File: config.mk
export PLATFORM = sky130hd
export DESIGN_NAME = ex_mem_queue
export DESIGN_NICKNAME = d
export VERILOG_FILES = /design/src/rtl/ex_mem_pkg.sv /design/src/rtl/ex_mem_byp_lookup.sv /design/src/rtl/ex_mem_queue.sv
export SDC_FILE = /design/constraint.sdc
export NUM_CORES = 1
export LEC_CHECK = 0
export ABC_AREA = 1
export CAP_MARGIN = 5
export CORE_MARGIN = 2
export CORE_UTILIZATION = 30
export CTS_BUF_LIST = sky130_fd_sc_hd__clkbuf_8
export CTS_CLUSTER_DIAMETER = 80
export DETAILED_ROUTE_END_ITERATION = 7
export PLACE_DENSITY = 0.56
export SYNTH_ARGS = -nofsm -noshare
export SYNTH_HDL_FRONTEND = slang
export SYNTH_SLANG_ARGS = --single-unit
File: constraint.sdc
create_clock -name clk -period 4.9 [get_ports clk]
set_clock_uncertainty 0.05 [all_clocks]
set_input_delay 0.49 -clock clk [delete_from_list [all_inputs] [get_ports clk]]
set_output_delay 0.49 -clock clk [all_outputs]
set_load 0.02 [all_outputs]
File: src/rtl/ex_mem_pkg.sv
// Shared EX/MEM payload definitions: field widths, memory-op encodings and the idle payload.
// Used by ex_mem_queue and ex_mem_byp_lookup.
package ex_mem_pkg;

  localparam int EX_MEM_DATA_W  = 32;
  localparam int EX_MEM_ADDR_W  = 5;
  localparam int EX_MEM_MEMOP_W = 2;

  typedef enum logic [EX_MEM_MEMOP_W-1:0] {
    MEM_OP_NOP    = 2'd0,
    MEM_OP_LOAD   = 2'd1,
    MEM_OP_STORE  = 2'd2,
    MEM_OP_ATOMIC = 2'd3
  } mem_op_e;

  typedef struct packed {
    logic                      en;
    logic [EX_MEM_MEMOP_W-1:0] mem_op;
    logic [EX_MEM_DATA_W-1:0]  mem_wr_data;
    logic [EX_MEM_ADDR_W-1:0]  dst_addr;
    logic                      gpr_we_;
    logic [EX_MEM_DATA_W-1:0]  out;
  } ex_mem_payload_t;

  localparam ex_mem_payload_t EX_MEM_IDLE = '{
    en:          1'b0,
    mem_op:      MEM_OP_NOP,
    mem_wr_data: '0,
    dst_addr:    '0,
    gpr_we_:     1'b1,
    out:         '0
  };

  function automatic logic is_load(input logic [EX_MEM_MEMOP_W-1:0] op);
    return op == MEM_OP_LOAD;
  endfunction

endpackage

File: src/rtl/ex_mem_byp_lookup.sv
// Youngest-first GPR forwarding match over the resident EX/MEM queue entries.
// Only instantiated when EX_MEM_QUEUE_BYP_EN is defined.
module ex_mem_byp_lookup
  import ex_mem_pkg::*;
#(
  parameter int DEPTH = 2,
  parameter int PW    = (DEPTH > 1) ? $clog2(DEPTH) : 1,
  parameter int CW    = $clog2(DEPTH + 1)
) (
  input  ex_mem_payload_t [DEPTH-1:0]  ent,
  input  logic [PW-1:0]                head,
  input  logic [CW-1:0]                count,
  input  logic [EX_MEM_ADDR_W-1:0]     rd_addr,
  output logic                         hit,
  output logic                         load,
  output logic [EX_MEM_DATA_W-1:0]     data
);

  logic [DEPTH-1:0] slot_match;

  for (genvar g = 0; g < DEPTH; g++) begin : g_slot
    assign slot_match[g] = ent[g].en & ~ent[g].gpr_we_ & (ent[g].dst_addr == rd_addr);
  end

  // Walk oldest to youngest from head; later hits overwrite, so the youngest wins.
  always_comb begin
    hit  = 1'b0;
    load = 1'b0;
    data = '0;
    for (int i = 0; i < DEPTH; i++) begin
      logic [PW-1:0] s;
      s = PW'((int'(head) + i) % DEPTH);
      if (i < int'(count) && slot_match[s] && rd_addr != '0) begin
        hit  = 1'b1;
        load = is_load(ent[s].mem_op);
        data = ent[s].out;
      end
    end
  end

endmodule

File: src/rtl/ex_mem_queue.sv
// Elastic valid/ready EX/MEM queue of DEPTH payload entries with global stall/flush.
// Define EX_MEM_QUEUE_BYP_EN to add the youngest-pending-write bypass lookup port.
module ex_mem_queue
  import ex_mem_pkg::*;
#(
  parameter int DATA_W  = EX_MEM_DATA_W,
  parameter int ADDR_W  = EX_MEM_ADDR_W,
  parameter int MEMOP_W = EX_MEM_MEMOP_W,
  parameter int DEPTH   = 2
) (
  input  logic                         clk,
  input  logic                         reset,
  input  logic                         stall,
  input  logic                         flush,
  input  logic                         in_valid,
  output logic                         in_ready,
  input  logic                         in_en,
  input  logic                         in_gpr_we_,
  input  logic [MEMOP_W-1:0]           in_mem_op,
  input  logic [ADDR_W-1:0]            in_dst_addr,
  input  logic [DATA_W-1:0]            in_mem_wr_data,
  input  logic [DATA_W-1:0]            in_out,
  output logic                         out_valid,
  input  logic                         out_ready,
  output logic                         out_en,
  output logic                         out_gpr_we_,
  output logic [MEMOP_W-1:0]           out_mem_op,
  output logic [ADDR_W-1:0]            out_dst_addr,
  output logic [DATA_W-1:0]            out_mem_wr_data,
  output logic [DATA_W-1:0]            out_out,
  output logic [$clog2(DEPTH+1)-1:0]   count
`ifdef EX_MEM_QUEUE_BYP_EN
  ,
  input  logic [ADDR_W-1:0]            byp_rd_addr,
  output logic                         byp_hit,
  output logic                         byp_load,
  output logic [DATA_W-1:0]            byp_data
`endif
);

  localparam int PW = (DEPTH > 1) ? $clog2(DEPTH) : 1;
  localparam int CW = $clog2(DEPTH + 1);

  ex_mem_payload_t [DEPTH-1:0] mem;
  ex_mem_payload_t             in_pl, head_pl;
  logic [PW-1:0]               head, tail;
  logic [CW-1:0]               cnt;
  logic                        push, pop;

  function automatic logic [PW-1:0] nxt(input logic [PW-1:0] p);
    return (p == PW'(DEPTH - 1)) ? '0 : p + 1'b1;
  endfunction

  // Handshake status comes only from registered count: no out_ready -> in_ready path.
  assign in_ready  = (cnt != CW'(DEPTH));
  assign out_valid = (cnt != '0);
  assign push      = in_valid & in_ready & ~stall & ~flush;
  assign pop       = out_valid & out_ready & ~stall & ~flush;

  assign in_pl = '{
    en:          in_en,
    mem_op:      in_mem_op,
    mem_wr_data: in_mem_wr_data,
    dst_addr:    in_dst_addr,
    gpr_we_:     in_gpr_we_,
    out:         in_out
  };

  always_ff @(posedge clk or posedge reset) begin
    if (reset) begin
      head <= '0;
      tail <= '0;
      cnt  <= '0;
      for (int i = 0; i < DEPTH; i++) mem[i] <= EX_MEM_IDLE;
    end else if (!stall) begin
      if (flush) begin
        head <= '0;
        tail <= '0;
        cnt  <= '0;
        for (int i = 0; i < DEPTH; i++) mem[i].gpr_we_ <= 1'b1;
      end else begin
        if (push) begin
          mem[tail] <= in_pl;
          tail      <= nxt(tail);
        end
        if (pop) head <= nxt(head);
        cnt <= cnt + CW'(push) - CW'(pop);
      end
    end
  end

  assign head_pl         = out_valid ? mem[head] : EX_MEM_IDLE;
  assign out_en          = head_pl.en;
  assign out_gpr_we_     = head_pl.gpr_we_;
  assign out_mem_op      = head_pl.mem_op;
  assign out_dst_addr    = head_pl.dst_addr;
  assign out_mem_wr_data = head_pl.mem_wr_data;
  assign out_out         = head_pl.out;
  assign count           = cnt;

`ifdef EX_MEM_QUEUE_BYP_EN
  ex_mem_byp_lookup #(.DEPTH(DEPTH), .PW(PW), .CW(CW)) u_byp (
    .ent     (mem),
    .head    (head),
    .count   (cnt),
    .rd_addr (byp_rd_addr),
    .hit     (byp_hit),
    .load    (byp_load),
    .data    (byp_data)
  );
`endif

endmodule
# After elaboration in Yosys (flattened, before gate mapping)
# Index checks and enable logic that the tools add are counted.
# word_totals
ff_bits	150
in_bits	79
out_inout_bits	77
elab_cells	54
# classes
addsub	4
magnitude_cmp	3
n_eq_ne	1
n_mux	16
bitwise	8
reduce_logical	7
# op_table
operator	n
$mux W73	4
$bwmux W146	1
$mux W106	1
$demux W73 S1	1
$mux W1	8
$and A1 B1 Y1	6
$reduce_bool A2 Y1	3
$lt A1 B2 Y1 const B	2
$reduce_and A2 Y1	2
$reduce_and A3 Y1	1
$add A1 B1 Y1 const B	2
$add A2 B1 Y2	1
$mux W2	1
$ne A2 B2 Y1 const B	1
$not A1 Y1	2
$sub A2 B1 Y2	1
$ge A1 B1 Y1 const B	1
$logic_and A1 B1 Y1	1

# Depth between registers and ports, before layout
# Gate-level depths: netlist of run 1.
# logic_depth
word_depth	7
depth_mapped	12
mapped_depth_nobuf	11

# Worst setup path after synthesis of run 1
# Ideal clock, no wire load.
# synth_path
path_type	flip-flop to flip-flop
from	register cnt[1] (netlist: count[1])
to	register cnt[0] (netlist: count[0])
setup_time_ns	0.127
t_arrival_ns	1.875
required_time_ns	4.723
setup_slack_ns	2.847
stages_incl_launch_ff	11
path_buffers	1
synth_period_minus_slack_ns	2.053
path_cell_list	dfrtp_1 buf_4 nor2_2 inv_1 nand3_1 inv_1 ha_1 inv_1 ha_1 nand2_1 o21ai_0
# synth_between
word_cells_on_any_way	11
classes_between	2 x add/sub; 1 x eq/ne; 1 x mux; 6 x bitwise; 1 x reduce/logical
# synth_rtl
item	line	rtl
start: declaration	ex_mem_queue.sv:47	logic [CW-1:0] cnt;
start signal: assignment	ex_mem_queue.sv:87	cnt <= cnt + CW'(push) - CW'(pop);
$reduce_bool A2 Y1	ex_mem_queue.sv:56	assign out_valid = (cnt != '0);
via out_valid	ex_mem_queue.sv:23	output logic out_valid,
$and A1 B1 Y1 (3 in series)	ex_mem_queue.sv:58	assign pop = out_valid & out_ready & ~stall & ~flush;
$sub A2 B1 Y2	ex_mem_queue.sv:87	
$mux W2	ex_mem_queue.sv:76	if (flush) begin
# The timed path passes the listed nets, and every way through them passes these cells.
# A chain may end at the register's enable or synchronous reset.

# Final worst setup path of run 1
# layout_path
from	register head
to	output out_en
# layout_between
elab_chain_cells	3
# layout_rtl
item	line	rtl
start: declaration	ex_mem_queue.sv:46	logic [PW-1:0] head, tail;
start signal: assignment	ex_mem_queue.sv:86	if (pop) head <= nxt(head);
$mux W73 (not written as such) (2 in series)	ex_mem_queue.sv:92	assign head_pl = out_valid ? mem[head] : EX_MEM_IDLE;
$mux W73	ex_mem_queue.sv:92	
end: declaration	ex_mem_queue.sv:25	output logic out_en,
# Every way passes these cells. The select of a mux whose other input is x is not followed.

==> impl_metrics.env, run 1 <==
export IMPL_status="complete, no violations"
export IMPL_dieArea_um2=23800
export IMPL_power_density_nw_per_um2=420
export IMPL_period_share=0.638
export IMPL_place_gp_congestion=0.731
export IMPL_postCtsSetupBuffers=0
export IMPL_use_met2=0.235
export IMPL_worstPathArrival_ns=2.59
export IMPL_cp_required_ns=4.36
export IMPL_wl_um=17100
export IMPL_grt_overflow=0
export IMPL_multi_input_area_um2=2430
export IMPL_grt_usage=0.150
export IMPL_hold_viol_final=0
export IMPL_whs_path_depth=2
export IMPL_r2r_end="mem[99]$_DFFE_PP0P_"
export IMPL_relSlewSlack=0.319
export IMPL_clock_latency_ns=0.44
export IMPL_synthCells=832
export IMPL_fin_util=0.396
export IMPL_wl_per_cell_um=13.6
export IMPL_port_buffers=155
export IMPL_hold_start="mem[32]$_DFFE_PP1P_"
export IMPL_cts_buffers_inserted=17
export IMPL_p_comb_frac=0.254
export IMPL_grt_busiest_layer="met2"
export IMPL_pin_count=156
export IMPL_drv_cap=0
export IMPL_die_w_um=154
export IMPL_placed_cells=1229
export IMPL_hold_path_class="flop to flop"
export IMPL_total_leakage_power_nw=4.14
export IMPL_power_switching_fraction=0.324
export IMPL_vias=5652
export IMPL_endpoint_kind="output port"
export IMPL_root_buffer="clkbuf_8"
export IMPL_grt_first_pass_wirelength_um=28700
export IMPL_drive_gt1_frac=0.0594
export IMPL_fp_coreArea_um2=22400
export IMPL_worstPathMaxFanout=29
export IMPL_met1_usage=0.209
export IMPL_final_net_count=1044
export IMPL_clk_path_buf_depth=2
export IMPL_timing_worst_setup_path_type="flop to output port"
export IMPL_via_per_inst=4.48
export IMPL_dp_hpwl_um=10800
export IMPL_ant_nets=0
export IMPL_p_sw_mw=1.21
export IMPL_cts_tree="done"
export IMPL_syn_area_um2=6780
export IMPL_fillers=2325
export IMPL_globalRouteMet3Util=0.0347
export IMPL_grt_pass1_vias=5522
export IMPL_ctsResizeCount=0
export IMPL_reg2reg_depth=5
export IMPL_grt_max_degree=101
export IMPL_internal_power_mw=2.52
export IMPL_timing_setup_tns_ns=0
export IMPL_rsz0062_at_grt="false"
export IMPL_firstDrtPassIters=5
export IMPL_die_h_um=154
export IMPL_synth_seq_area_share=0.554
export IMPL_diodes=0
export IMPL_htreeDepth=4
export IMPL_synth_nets=913
export IMPL_first_iter_violations=327
export IMPL_design_area_um2=8880
export IMPL_hold_slack_ns=0.420
export IMPL_yosys_warnings=0
export IMPL_seq_power_share=0.490
export IMPL_whs_endpoint="mem[32]$_DFFE_PP1P_"
export IMPL_period_minus_slack_ns=3.13
export IMPL_slew_violations=0
export IMPL_synth_cell_types=25
export IMPL_fmax_mhz=320
export IMPL_syn_area_per_cell_um2=8.15
export IMPL_rows=55
export IMPL_placed_cell_area_um2=8490
export IMPL_pwr_share_clk=0.255
export IMPL_seqCellArea_um2=3760
export IMPL_start_kind="flop"
export IMPL_area_delta_synth_final_pct=31.0
export IMPL_setup_viol=0
export IMPL_timing_rr_start="count[1]$_DFFE_PP0N_"
export IMPL_postCtsHoldBufs=0
export IMPL_worstMarginPinSlew_ns=1.02
export IMPL_antenna_found_initial=0
export IMPL_rrSetupSlack_ns=2.34
export IMPL_start_util=0.302
export IMPL_instances_no_fill=1261
export IMPL_drc=0
export IMPL_clock_sinks=150
export IMPL_yosys_register_bits=150
export IMPL_clkTransAtPathRegs_ns=0.08
export IMPL_peakVddDrop_mv=0.148
==> synthesized netlist by cell type <==
cell | n | share of area
nand3_1 | 7 | 0.0052
o21ai_1 | 63 | 0.047
buf_4 | 7 | 0.0078
nor2_4 | 1 | 0.0017
dfstp_2 | 2 | 0.0078
buf_2 | 10 | 0.0074
o21ai_2 | 3 | 0.0039
xnor2_1 | 1 | 0.0013
clkbuf_1 | 27 | 0.015
clkbuf_2 | 1 | 0.00074
nand4_4 | 1 | 0.0031
dfrtp_1 | 148 | 0.55
o21ai_0 | 82 | 0.061
a21oi_1 | 72 | 0.053
inv_2 | 2 | 0.0011
buf_1 | 2 | 0.0011
buf_6 | 6 | 0.010
nand2_2 | 2 | 0.0018
xor2_1 | 1 | 0.0013
ha_1 | 2 | 0.0037
inv_1 | 81 | 0.045
nor2_1 | 2 | 0.0011
nor2_2 | 1 | 0.00092
nand2_4 | 3 | 0.0050
nand2_1 | 305 | 0.17
==> critical path, stage by stage (launching register included) <==
cell             delay, ns
dfrtp_2               0.41
inv_2                 0.35
buf_4                 0.42
nand2_1               0.09
a21oi_1               0.22
clkdlybuf4s50_1       0.64
==> how the worst max path moves through the flow <==
stage                                 from                   end  slack (ns)  cells after the start
final                     head$_DFFE_PP0P_                out_en        1.77                      5
after global placement               stall   mem[95]$_DFFE_PP0P_        1.85                      6
after floorplan                      reset  count[0]$_DFFE_PP0N_        0.33                      1
after global routing      head$_DFFE_PP0P_                out_en        1.59                      5
after CTS                 head$_DFFE_PP0P_            out_out[0]        1.69                      4
after detailed placement             stall   mem[96]$_DFFE_PP0P_        1.79                      6
==> power by group through the flow <==
stage,registers [mW],logic [mW],clock network [mW]
after floorplan,1.80,0.650,0
after global placement,1.84,0.944,0
after detailed placement,1.85,0.966,0
after CTS,1.83,0.969,0.991
after global routing,1.89,1.10,1.04
final,1.83,0.949,0.952
==> routing by layer <==
| layer | part of all wire | vias up |
|---|---|---|
| li1 | - | 2881 |
| met1 | 0.49 | 2608 |
| met2 | 0.46 | 154 |
| met3 | 0.048 | 9 |
| met4 | 0.0074 | 0 |
| met5 | 0 | - |
==> through the flow <==
step / setup WS (ns) / power (mW)
floorplan: 0.327 / 2.45
global placement: 1.85 / 2.78
detailed placement: 1.79 / 2.82
CTS: 1.69 / 3.79
global route: 1.59 / 4.02
finish: 1.77 / 3.73
==> cell usage in the layout (no fill, tap or decap), types with 7 or more instances in the layout <==
cell type        count
clkdlybuf4s50_1    155
nand3_1              7
buf_4               10
inv_1               81
a21oi_1             72
nand2_1            305
dfrtp_1            147
clkbuf_8            19
o21ai_1             63
o21ai_0             82
==> registers in the layout, summed over array words and instances (netlist names) <==
name   flops
head       1
mem      146
count      2
tail       1
==> layout make-up <==
cell class / count / share of cell area
inverters: 83 / 0.0356
clock inverters: 13 / 0.0147
multi-input cells: 546 / 0.274
well taps: 285 / 0.0402
flip-flops and latches: 150 / 0.423
repair buffers: 165 / 0.183
clock buffers: 19 / 0.0294
==> logic make-up (layout without fill, tap and decap cells) <==
logic type	Yosys count	in the layout	share of synthesized area
buffers and inverters	136	280	0.0879
DFF	150	150	0.554
xor gates and xnor gates	2	2	0.00258
AOI/OAI and AO/OA	220	220	0.164
and+or+nand+nor	322	322	0.188
adders and majority gates	2	2	0.00369
Note: power is estimated with default switching activity, not from simulation.
==> inputs of run 2 (changes only) <==
==> constraint.sdc (replaced) <==
create_clock -name clk -period 3.1 [get_ports clk]
set_clock_uncertainty 0.05 [all_clocks]
set_input_delay 0.31 -clock clk [delete_from_list [all_inputs] [get_ports clk]]
set_output_delay 0.31 -clock clk [all_outputs]
set_load 0.02 [all_outputs]
==> run 2 against run 1 <==
  * First-iteration DRC count down 35%
  * Die area unchanged
  * Count of clock-buffer cells in the layout unchanged
  * Design area up 1.0%
  * Setup slack worse by 1.4 ns
  * Hold slack worse by 0.19 ns
==> impl_metrics.env, run 2 (same netlist as run 1, synthesis figures left out) <==
export IMPL_area_delta_synth_final_pct=32.3
export IMPL_grt_pass1_vias=5657
export IMPL_peakVddDrop_mv=0.286
export IMPL_hold_viol_final=0
export IMPL_endpoint="out_mem_op[0]"
export IMPL_endpoint_kind="output port"
export IMPL_grt_overflow=0
export IMPL_setup_viol=0
export IMPL_start_kind="flop"
export IMPL_ctsResizeCount=0
export IMPL_timing_rr_start="count[1]$_DFFE_PP0N_"
export IMPL_largest_reg_flops=146
export IMPL_timing_setup_tns_ns=0
export IMPL_final_net_count=1047
export IMPL_cp_depth=4
export IMPL_rsz0062_at_grt="false"
export IMPL_htreeDepth=4
export IMPL_path_buf_inv=2
export IMPL_final_common_cell="nand2_1"
export IMPL_via_per_inst=4.45
export IMPL_hold_path_class="primary input to async pin"
export IMPL_drive_gt1_frac=0.0584
export IMPL_final_cell_mix="nand2_1 (305), clkdlybuf4s50_1 (155), dfrtp_1 (147), inv_1 (82), o21ai_0 (82)"
export IMPL_cp_required_ns=2.74
export IMPL_period_minus_slack_ns=2.75
export IMPL_period_share=0.886
export IMPL_timing_worst_setup_path_type="flop to output port"
export IMPL_grt_first_pass_wirelength_um=28900
export IMPL_clk_path_buf_depth=2
export IMPL_grt_max_degree=77
export IMPL_postCtsSetupBuffers=0
export IMPL_largest_register="mem"
export IMPL_place_gp_congestion=0.749
export IMPL_rows=55
export IMPL_ant_nets=0
export IMPL_firstDrtPassIters=5
export IMPL_cp_cell_sequence="nor2_4, buf_4, a21oi_1, clkdlybuf4s50_1"
export IMPL_drv_cap=0
export IMPL_first_iter_violations=211
export IMPL_clock_sinks=150
export IMPL_total_leakage_power_nw=4.17
export IMPL_die_h_um=154
export IMPL_critPathSlowestCell="clkdlybuf4s50_1"
export IMPL_worstPathMaxFanout=44
export IMPL_root_buffer="clkbuf_8"
export IMPL_dp_hpwl_um=10900
export IMPL_slew_violations=0
export IMPL_worstPathArrival_ns=2.39
export IMPL_postCtsHoldBufs=0
export IMPL_start_util=0.302
export IMPL_critPathLaunch="count[1]$_DFFE_PP0N_"
export IMPL_status="complete, no violations"
export IMPL_wl_um=17500
export IMPL_antenna_found_initial=1
export IMPL_rrSetupSlack_ns=0.88
export IMPL_critPathMaxStageDelay_ns=0.67
export IMPL_r2r_end="count[1]$_DFFE_PP0N_"
export IMPL_fin_util=0.400
export IMPL_port_buffers=155
export IMPL_hold_slack_ns=0.226
export IMPL_diodes=0
export IMPL_fp_coreArea_um2=22400
export IMPL_reg2reg_depth=12
export IMPL_cpLargestDelayFamily="buffers and inverters"
export IMPL_clock_latency_ns=0.42
export IMPL_grt_usage=0.152
export IMPL_die_w_um=154
export IMPL_relSlewSlack=0.603
export IMPL_fmax_mhz=364
export IMPL_clkTransAtPathRegs_ns=0.09
export IMPL_cts_buffers_inserted=17
export IMPL_worstMarginPinSlew_ns=0.595
export IMPL_cts_tree="done"
export IMPL_dieArea_um2=23800
export IMPL_drc=0
export IMPL_power_density_nw_per_um2=654
export IMPL_design_area_um2=8970
export IMPL_wl_per_cell_um=13.9
export IMPL_pin_count=156
export IMPL_vias=5612
export IMPL_power_mw=5.87
export IMPL_placed_cell_area_um2=8600
-- run 2: power breakdown --
group	switching (mW)	total, mW	internal (mW)
logic	0.842	1.52	0.681
registers	0.316	2.89	2.57
clock network	0.718	1.46	0.739
total	1.88	5.87	3.99
-- run 2: cell type report --
class	instances	area (um2)
fillers	2365	13500
flip-flops and latches	150	3760
multi-input cells	546	2430
repair buffers	168	1740
well taps	285	357
inverters	83	315
clock buffers	19	262
clock inverters	10	110
-- run 2: worst min path at each step --
stage                                    from              endpoint  slack [ns]  cells past startpoint
after floorplan                         stall  count[1]$_DFFE_PP0N_        0.38                      2
after global placement    mem[32]$_DFFE_PP1P_   mem[32]$_DFFE_PP1P_        0.40                      2
after detailed placement  mem[32]$_DFFE_PP1P_   mem[32]$_DFFE_PP1P_        0.40                      2
after CTS                               reset   mem[11]$_DFFE_PP0P_        0.22                      2
after global routing                    reset   mem[11]$_DFFE_PP0P_        0.23                      2
final                                   reset   mem[11]$_DFFE_PP0P_        0.23                      2
-- run 2: layer usage --
layer,routed length (um),GRT usage,up-vias
li1,-,-,2892
met1,8540,0.208,2590
met2,8090,0.244,123
met3,747,0.0409,7
met4,94,0.0304,0
met5,0,0,-
-- run 2: per-stage QoR --
stage	std cells	setup WS [ns]
global route	1261	0.193
finish	1261	0.355
global placement	1232	0.781
CTS	1261	0.285
floorplan	832	0.853
detailed placement	1232	0.786
-- run 2: worst register-to-register path, stage by stage, from the launching register on --
cell and delay, ns:
dfrtp_1 0.51, nor2_4 0.16, buf_4 0.34, inv_1 0.16
nand3_1 0.13, inv_1 0.05, ha_1 0.27, inv_1 0.04
ha_1 0.18, inv_1 0.05, nand2_1 0.05, nand3_1 0.08
nand2_1 0.05
==> inputs of run 3 (changes only) <==
--- a/config.mk
+++ b/config.mk
@@ -7,12 +7,11 @@
 export LEC_CHECK = 0
 export ABC_AREA = 1
 export CAP_MARGIN = 5
-export CORE_MARGIN = 2
-export CORE_UTILIZATION = 30
+export CORE_UTILIZATION = 50
 export CTS_BUF_LIST = sky130_fd_sc_hd__clkbuf_8
 export CTS_CLUSTER_DIAMETER = 80
 export DETAILED_ROUTE_END_ITERATION = 7
-export PLACE_DENSITY = 0.56
+export PLACE_DENSITY = 0.84
 export SYNTH_ARGS = -nofsm -noshare
 export SYNTH_HDL_FRONTEND = slang
 export SYNTH_SLANG_ARGS = --single-unit
==> run 3 against run 2 <==
  * Design area decreased by 1.8%
  * Non-clock buffer count decreased by 1
  * Combinational power about the same
  * Register-to-register slack about the same
  * Cell count decreased by 8.6%
  * Hold slack got worse by 0.080 ns
  * Sequential cell count unchanged
  * Critical endpoint unchanged
  * Critical path depth unchanged
  * Clock power decreased by 9.6%
==> impl_metrics.env, run 3 (same netlist as run 1, synthesis figures left out) <==
export IMPL_status="complete, no violations"
export IMPL_period_share=0.879
export IMPL_wl_per_cell_um=13.7
export IMPL_period_minus_slack_ns=2.73
export IMPL_postCtsSetupBuffers=0
export IMPL_r2r_end="count[1]$_DFFE_PP0N_"
export IMPL_antenna_found_initial=0
export IMPL_area_delta_synth_final_pct=29.9
export IMPL_timing_worst_setup_path_type="flop to output port"
export IMPL_ant_nets=0
export IMPL_start_util=0.512
export IMPL_rows=42
export IMPL_finalWorstSetupSlack_ns=0.375
export IMPL_final_common_cell="nand2_1"
export IMPL_cts_tree="done"
export IMPL_pin_count=156
export IMPL_post_place_ws_ns=0.836
export IMPL_postCtsHoldBufs=0
export IMPL_endpoint_kind="output port"
export IMPL_drv_cap=0
export IMPL_clkTransAtPathRegs_ns=0.08
export IMPL_drc=0
export IMPL_grt_pass1_vias=5398
export IMPL_grt_first_pass_wirelength_um=26300
export IMPL_port_buffers=155
export IMPL_p_sw_mw=1.86
export IMPL_hold_slack_ns=0.145
export IMPL_cp_required_ns=2.74
export IMPL_fmax_mhz=367
export IMPL_design_area_um2=8800
export IMPL_via_per_inst=5.05
export IMPL_rsz0062_at_grt="false"
export IMPL_vias=5825
export IMPL_fp_coreArea_um2=13200
export IMPL_largest_register="mem"
export IMPL_htreeDepth=4
export IMPL_fillers=1114
export IMPL_cts_buffers_inserted=17
export IMPL_grt_usage=0.239
export IMPL_pwr_share_clk=0.229
export IMPL_die_h_um=118
export IMPL_dp_hpwl_um=10000
export IMPL_total_leakage_power_nw=4.19
export IMPL_start_kind="flop"
export IMPL_timing_rr_start="count[1]$_DFFE_PP0N_"
export IMPL_slew_violations=0
export IMPL_placed_cell_area_um2=8450
export IMPL_timing_setup_tns_ns=0
export IMPL_setup_viol=0
export IMPL_largest_reg_flops=146
export IMPL_worstPathArrival_ns=2.37
export IMPL_clock_latency_ns=0.44
export IMPL_first_iter_violations=433
export IMPL_reg2reg_depth=11
export IMPL_seq_power_share=0.506
export IMPL_peakVddDrop_mv=0.252
export IMPL_hold_viol_final=0
export IMPL_final_cell_mix="nand2_1 (305), clkdlybuf4s50_1 (155), dfrtp_1 (147), inv_1 (85), o21ai_0 (82)"
export IMPL_power_switching_fraction=0.322
export IMPL_diodes=0
export IMPL_rrSetupSlack_ns=0.89
export IMPL_placed_cells=1122
export IMPL_grt_max_degree=146
export IMPL_worstPathMaxFanout=35
export IMPL_final_net_count=1046
export IMPL_die_w_um=118
export IMPL_p_comb_frac=0.265
export IMPL_worstMarginPinSlew_ns=0.603
export IMPL_wl_um=15800
export IMPL_drive_gt1_frac=0.0563
export IMPL_clock_sinks=150
export IMPL_power_density_nw_per_um2=656
export IMPL_relSlewSlack=0.598
export IMPL_instances_no_fill=1153
export IMPL_dieArea_um2=14000
export IMPL_clk_path_buf_depth=2
export IMPL_place_gp_congestion=0.809
export IMPL_ctsResizeCount=0
export IMPL_root_buffer="clkbuf_8"
export IMPL_internal_power_mw=3.92
export IMPL_firstDrtPassIters=5
export IMPL_hold_path_class="primary input to async pin"
export IMPL_grt_overflow=0
[run 3: changes by cell type in the layout (fill, tap and decap cells not counted), sizes merged]
cell      delta
buf          -1
clkinv       -1
clkinvlp     -2
clkbuf       +4
bufinv       -2
inv          +3
[run 3: worst max-delay path by stage]
stage | from | end | slack [ns] | cells past startpoint
floorplan | reset | count[0]$_DFFE_PP0N_ | 0.85 | 1
global placement | count[1]$_DFFE_PP0N_ | out_gpr_we_ | 0.85 | 4
detailed placement | stall | mem[51]$_DFFE_PP0P_ | 0.84 | 7
CTS | count[1]$_DFFE_PP0N_ | out_gpr_we_ | 0.34 | 4
global route | count[1]$_DFFE_PP0N_ | out_gpr_we_ | 0.19 | 4
finish | count[1]$_DFFE_PP0N_ | out_mem_op[0] | 0.37 | 4
[run 3: layout make-up]
class,instances,area (um2),share of cell area
clock buffers,23,317,0.0360
clock inverters,8,33.8,0.00384
inverters,83,315,0.0358
multi-input cells,546,2430,0.276
flip-flops and latches,150,3760,0.427
well taps,176,220,0.0250
repair buffers,167,1730,0.196
[run 3: layer usage]
layer	vias to the layer above	track usage	share of wire
li1	2878	-	-
met1	2696	0.328	0.45
met2	225	0.371	0.47
met3	26	0.0458	0.064
met4	0	0.103	0.020
met5	-	0	0
[run 3: stage by stage]
stage	util	power, mW
final	0.665	5.78
after global routing	0.665	6.17
after CTS	0.665	5.83
after detailed placement	0.638	4.49
after global placement	0.638	4.42
after floorplan	-	3.88
[run 3: power groups by stage]
stage | logic, mW | clock network [mW] | registers [mW]
6_report | 1.53 | 1.32 | 2.92
5_1_grt | 1.74 | 1.45 | 2.99
4_1_cts | 1.55 | 1.36 | 2.92
3_5_place_dp | 1.55 | 0 | 2.94
3_3_place_gp | 1.50 | 0 | 2.92
2_1_floorplan | 1.03 | 0 | 2.85
[run 3: critical path, cell delays in order (launching register included)]
cell	delay, ns
dfrtp_1	0.50
nor2_4	0.49
buf_12	0.28
a21oi_1	0.07
clkdlybuf4s50_1	0.57
